===== src/rtl/disp_pkg.sv =====
// Shared types and constants for the display-source scheduler.
// The state enum doubles as the src output encoding.
package disp_pkg;

   typedef enum logic [1:0] {
      StGreet = 2'd0,
      StIdle  = 2'd1,
      StLive  = 2'd2,
      StPlay  = 2'd3
   } disp_state_e;

   localparam logic [7:0]  BLANK_CODE_DEF  = 8'hFF;
   localparam int unsigned GREET_BEATS_DEF = 8;
   localparam int unsigned HOLD_BEATS_DEF  = 4;

   // Number of bits needed to hold the value max_cnt.
   function automatic int unsigned cnt_width(input int unsigned max_cnt);
      int unsigned w;
      w = 1;
      while ((max_cnt >> w) != 0) w++;
      return w;
   endfunction

   localparam int unsigned CNT_W = cnt_width((GREET_BEATS_DEF > HOLD_BEATS_DEF) ?
                                             GREET_BEATS_DEF : HOLD_BEATS_DEF);

endpackage


===== src/rtl/beat_edge_cnt.sv =====
// Beat strobe rising-edge detector with a clearable up-counter and a
// terminal-count flag raised on the edge that reaches i_term.
module beat_edge_cnt #(
   parameter int unsigned CNT_W = 4
) (
   input  logic             i_clk,
   input  logic             i_rst_n,
   input  logic             i_beat,
   input  logic             i_en,
   input  logic             i_clr,
   input  logic [CNT_W-1:0] i_term,
   output logic             o_hit
);

   logic             r_beat_q;
   logic [CNT_W-1:0] r_cnt;
   logic             w_be;

   assign w_be  = i_beat & ~r_beat_q;
   assign o_hit = w_be & i_en & ((r_cnt + CNT_W'(1)) == i_term);

   always_ff @(posedge i_clk) begin
      if (!i_rst_n) begin
         r_beat_q <= 1'b0;
         r_cnt    <= '0;
      end else begin
         r_beat_q <= i_beat;
         // Clear wins over a coincident beat edge.
         if (i_clr) begin
            r_cnt <= '0;
         end else if (w_be && i_en) begin
            r_cnt <= r_cnt + CNT_W'(1);
         end
      end
   end

endmodule


===== src/rtl/disp_src_sched.sv =====
// Display-source scheduler: greeting after reset, then live key > autoplay > blank.
// Define GREET_SKIP_EN to let a key press abort the greeting.
module disp_src_sched
   import disp_pkg::*;
#(
   parameter int unsigned GREET_BEATS = GREET_BEATS_DEF,
   parameter int unsigned HOLD_BEATS  = HOLD_BEATS_DEF,
   parameter logic [7:0]  BLANK_CODE  = BLANK_CODE_DEF
) (
   input  logic       i_clk,
   input  logic       i_rst_n,
   input  logic       i_beat,
   input  logic [7:0] i_greet_data,
   input  logic [7:0] i_tone_data,
   input  logic       i_tone_valid,
   input  logic [7:0] i_play_data,
   input  logic       i_play_req,
   output logic       o_play_gnt,
   output logic [7:0] o_data,
   output logic [1:0] o_src,
   output logic       o_greet_done
);

   disp_state_e      r_state;
   logic [7:0]       r_tone;
   logic [7:0]       r_data;
   logic [1:0]       r_src;
   logic             r_play_gnt;
   logic             r_greet_done;

   logic             w_hit;
   logic             w_skip;
   logic             w_greet_exit;
   logic             w_live_exit;
   logic             w_cnt_en;
   logic             w_cnt_clr;
   logic [CNT_W-1:0] w_term;

`ifdef GREET_SKIP_EN
   assign w_skip = i_tone_valid;
`else
   assign w_skip = 1'b0;
`endif

   assign w_greet_exit = w_skip | w_hit;
   assign w_live_exit  = !i_tone_valid && ((HOLD_BEATS == 0) || w_hit);
   assign w_term       = (r_state == StGreet) ? CNT_W'(GREET_BEATS) : CNT_W'(HOLD_BEATS);

   // Count only greeting beats and post-release hold beats; clear on every exit.
   assign w_cnt_en  = (r_state == StGreet) || ((r_state == StLive) && !i_tone_valid);
   assign w_cnt_clr = ((r_state == StGreet) && w_greet_exit) ||
                      ((r_state == StLive) && (i_tone_valid || w_live_exit)) ||
                      (r_state == StIdle) || (r_state == StPlay);

   beat_edge_cnt #(
      .CNT_W (CNT_W)
   ) u_beat_edge_cnt (
      .i_clk   (i_clk),
      .i_rst_n (i_rst_n),
      .i_beat  (i_beat),
      .i_en    (w_cnt_en),
      .i_clr   (w_cnt_clr),
      .i_term  (w_term),
      .o_hit   (w_hit)
   );

   always_ff @(posedge i_clk) begin
      if (!i_rst_n) begin
         r_state      <= StGreet;
         r_tone       <= BLANK_CODE;
         r_data       <= BLANK_CODE;
         r_src        <= StGreet;
         r_play_gnt   <= 1'b0;
         r_greet_done <= 1'b0;
      end else begin
         if (i_tone_valid) begin
            r_tone <= i_tone_data;
         end

         // Outputs follow the state as it was before this edge.
         r_src      <= r_state;
         r_play_gnt <= (r_state == StPlay);
         case (r_state)
            StGreet: r_data <= i_greet_data;
            StLive:  r_data <= r_tone;
            StPlay:  r_data <= i_play_data;
            default: r_data <= BLANK_CODE;
         endcase

         case (r_state)
            StGreet: begin
               if (w_skip) begin
                  r_state      <= StLive;
                  r_greet_done <= 1'b1;
               end else if (w_hit) begin
                  r_state      <= StIdle;
                  r_greet_done <= 1'b1;
               end
            end
            StIdle: begin
               if (i_tone_valid) begin
                  r_state <= StLive;
               end else if (i_play_req) begin
                  r_state <= StPlay;
               end
            end
            StLive: begin
               if (w_live_exit) begin
                  r_state <= StIdle;
               end
            end
            StPlay: begin
               if (i_tone_valid) begin
                  r_state <= StLive;
               end else if (!i_play_req) begin
                  r_state <= StIdle;
               end
            end
            default: r_state <= StIdle;
         endcase
      end
   end

   assign o_data       = r_data;
   assign o_src        = r_src;
   assign o_play_gnt   = r_play_gnt;
   assign o_greet_done = r_greet_done;

endmodule


===== config.mk =====
export PLATFORM = sky130hd
export DESIGN_NAME = disp_src_sched
export DESIGN_NICKNAME = d
export VERILOG_FILES = /design/src/rtl/disp_pkg.sv /design/src/rtl/beat_edge_cnt.sv /design/src/rtl/disp_src_sched.sv
export SDC_FILE = /design/constraint.sdc
export NUM_CORES = 1
export LEC_CHECK = 0
export ABC_AREA = 0
export CORE_MARGIN = 4
export CORE_UTILIZATION = 31
export DETAILED_ROUTE_END_ITERATION = 10
export SLEW_MARGIN = 5
export SYNTH_ARGS = -nofsm -noshare
export SYNTH_HDL_FRONTEND = slang
export SYNTH_HIERARCHICAL = 1
export SYNTH_SLANG_ARGS = --single-unit

===== constraint.sdc =====
create_clock -name i_clk -period 2.1 [get_ports i_clk]
set_input_delay 0.42 -clock i_clk [delete_from_list [all_inputs] [get_ports i_clk]]
set_output_delay 0.42 -clock i_clk [all_outputs]
set_load 0.01 [all_outputs]

==> flow_summary.json <==
{
  "crit_chain": "clkdlybuf4s50_1 > a21oi_2 > nand3b_4 > a211o_2 > nor3_2 > nor2_1 > o311a_1",
  "postSynthCellCount": 111,
  "synthDistinctLibCells": 34,
  "ys_ff_latch": 27,
  "path_clk_slew_ps": 90,
  "async_reset_ff_share_pct": 0,
  "ios": 41,
  "critPathMaxFanout": 3,
  "fin_skew_ps": 2.13,
  "ant_nets": 0,
  "crit_arrival_ps": 2110,
  "viasPerCell": 4.52,
  "crit_cells": 7,
  "max_stage_delay_ps": 430,
  "final_common_cell": "clkdlybuf4s50_1",
  "area_growth_syn_to_layout_pct": 44.2,
  "setup_viol": 0,
  "fin_crit_ps": 1950,
  "path_buf_inv": 1,
  "dp_slack_ps": -269,
  "yosysSeqAreaShare_pct": 46.2,
  "grt_pass1_vias": 979,
  "cp-start-kind": "primary input",
  "fin_total_pwr_w": 0.000992,
  "hold_viol_final": 0,
  "cp_slowest_cell": "clkdlybuf4s50_1",
  "final_net_count": 188,
  "rrSetupSlack_ps": 210,
  "reg2reg_depth": 6,
  "grt_start_max_net_pins": 23,
  "final_cell_mix": "40 x clkdlybuf4s50_1, 27 x dfxtp_1, 17 x mux2i_1",
  "grt_use_total_pct": 10.8,
  "worstSkewPairLatency_ps": 270,
  "maxCapViolations": 0,
  "r2r_end": "r_state[1]",
  "drv_slew": 0,
  "wl_per_cell_um": 12.8,
  "synth_area_mm2": 0.00117,
  "rsz0062_at_grt": "no",
  "outcome": "completed",
  "cts_tree": "yes",
  "coreArea_mm2": 0.00366,
  "antenna_found_initial": 0,
  "dr_total_vias": 926,
  "gp_congestion": 0.835,
  "grt_first_pass_wirelength_um": 4280,
  "fin_util_pct": 46.1,
  "cts_buffers": 3,
  "synth_flop_cell": "dfxtp_1",
  "num_rows": 22,
  "cellLeakagePower_nw": 0.691,
  "drc": 0,
  "io_buffer_count": 40,
  "drt_iter0_drc": 9,
  "die_h_um": 69.5,
  "cts_buffer_depth": 2,
  "dieArea_mm2": 0.00483,
  "cp-end-kind": "register",
  "syn_area_per_cell_um2": 10.6,
  "clock_sinks": 27,
  "min_path_type": "register to register",
  "wl_um": 2630,
  "endpoint": "r_state[1]",
  "dp_hpwl_um": 2040,
  "finalWorstSetupSlack_ps": 154,
  "cts_setup_buffers": 0,
  "dieWidth_um": 69.5,
  "n_antenna_cell": 0,
  "timing.fmax_mhz": 514,
  "cts_max_level": 1,
  "p_per_area_mw_per_mm2": 587,
  "yosysWarnings": 6,
  "fin_crit_sh_pct": 92.7,
  "max-vdd-ir-drop_uv": 222,
  "crit_required_ps": 2270,
  "synth-edff-count": 0,
  "initial_utilization_pct": 32.0,
  "drive_above_1_share_pct": 14.0,
  "drtPass1Iterations": 4,
  "grt_overflow_total": 0,
  "cts_root_buf": "clkbuf_8",
  "worstSetupPathType": "primary input to register",
  "startpoint": "i_tone_valid",
  "critPathTopFamily": "compound AO/OA/AOI/OAI gates",
  "r2r_start": "r_state[1]"
}
==> cell type report <==
cell class	count	area, µm²
Fill cell	354	1970
Multi-Input combinational cell	70	553
Sequential cell	27	541
Timing Repair Buffer	47	453
Tap cell	48	60.1
Clock buffer	3	41.3
Inverter	9	33.8
Clock inverter	1	7.51
==> Yosys cell counts, types with 2 or more instances <==
cell type | instances | share of area, %
xor2_1 | 5 | 3.7
dfxtp_1 | 27 | 46
nand2_1 | 8 | 2.6
nor2_1 | 4 | 1.3
a32oi_1 | 8 | 6.0
xnor2_1 | 2 | 1.5
buf_4 | 2 | 1.3
a21oi_1 | 2 | 0.85
and2_2 | 2 | 1.3
o21ai_0 | 2 | 0.85
buf_2 | 2 | 0.85
nand2b_1 | 2 | 1.1
mux2i_1 | 17 | 15
inv_1 | 8 | 2.6
==> where the power goes <==
group	switching [W]	internal (W)	leakage, nW	total [W]
logic	0.0000530	0.0000935	0.447	0.000147
clock network	0.000164	0.000135	0.0217	0.000299
registers	0.0000121	0.000535	0.222	0.000547
total	0.000230	0.000763	0.691	0.000992
==> flip-flops by register name, summed over array words and instances, names as in the netlist <==
name,count
o_play_gnt,1
o_greet_done,1
o_src,2
o_data,8
u_beat_edge_cnt/r_beat_q,1
r_tone,8
r_state,2
u_beat_edge_cnt/r_cnt,4
==> metrics by stage <==
stage / setup TNS (ps) / cell area, µm² / hold slack [ps] / std cells
after CTS: 0 / 1680 / 488 / 205
after global placement: -962 / 1630 / 454 / 201
after global routing: 0 / 1690 / 502 / 205
after floorplan: 0 / 1170 / 440 / 112
final: 0 / 1690 / 483 / 205
after detailed placement: -1730 / 1630 / 461 / 201
==> worst reg2reg max path: stages, from the launching register on <==
cell	delay, ps
dfxtp_1	400
nor2_4	280
xor2_1	140
a211o_2	350
nor3_2	230
nor2_1	70
o311a_1	330
==> logic make-up after synthesis <==
group	share of synthesized area, %
other cells	0.320
mux	14.5
fa+ha+maj	1.07
flops	46.2
buf+inv	7.69
compound gates	11.2
simple gates	13.8
xor+xnor	5.24
==> what timing repair did <==
| item | 4_1_cts | 5_1_grt |
|---|---|---|
| setup endpoints to repair | 0 | 7 |
| hold endpoints to repair | 0 | 0 |
| gates resized for setup | 0 | 2 |
| hold buffers | 0 | 0 |
==> how the worst min path moves through the flow <==
stage	slack, ps	start	cells past startpoint	endpoint
3_3_place_gp	450	r_tone[0]	2	r_tone[0]
3_5_place_dp	460	o_greet_done	1	o_greet_done
5_1_grt	500	r_tone[6]	2	r_tone[6]
4_1_cts	490	o_greet_done	1	o_greet_done
2_1_floorplan	440	r_tone[0]	2	r_tone[0]
6_report	480	o_greet_done	1	o_greet_done
==> metal layers <==
layer,share of wire (%),track usage (%),up-vias
met1,47,12.9,428
met3,3.5,2.32,2
met2,49,19.5,26
met5,0,0,-
met4,0.076,2.60,0
li1,-,-,470
No activity file was read; power rests on OpenSTA's default activity.
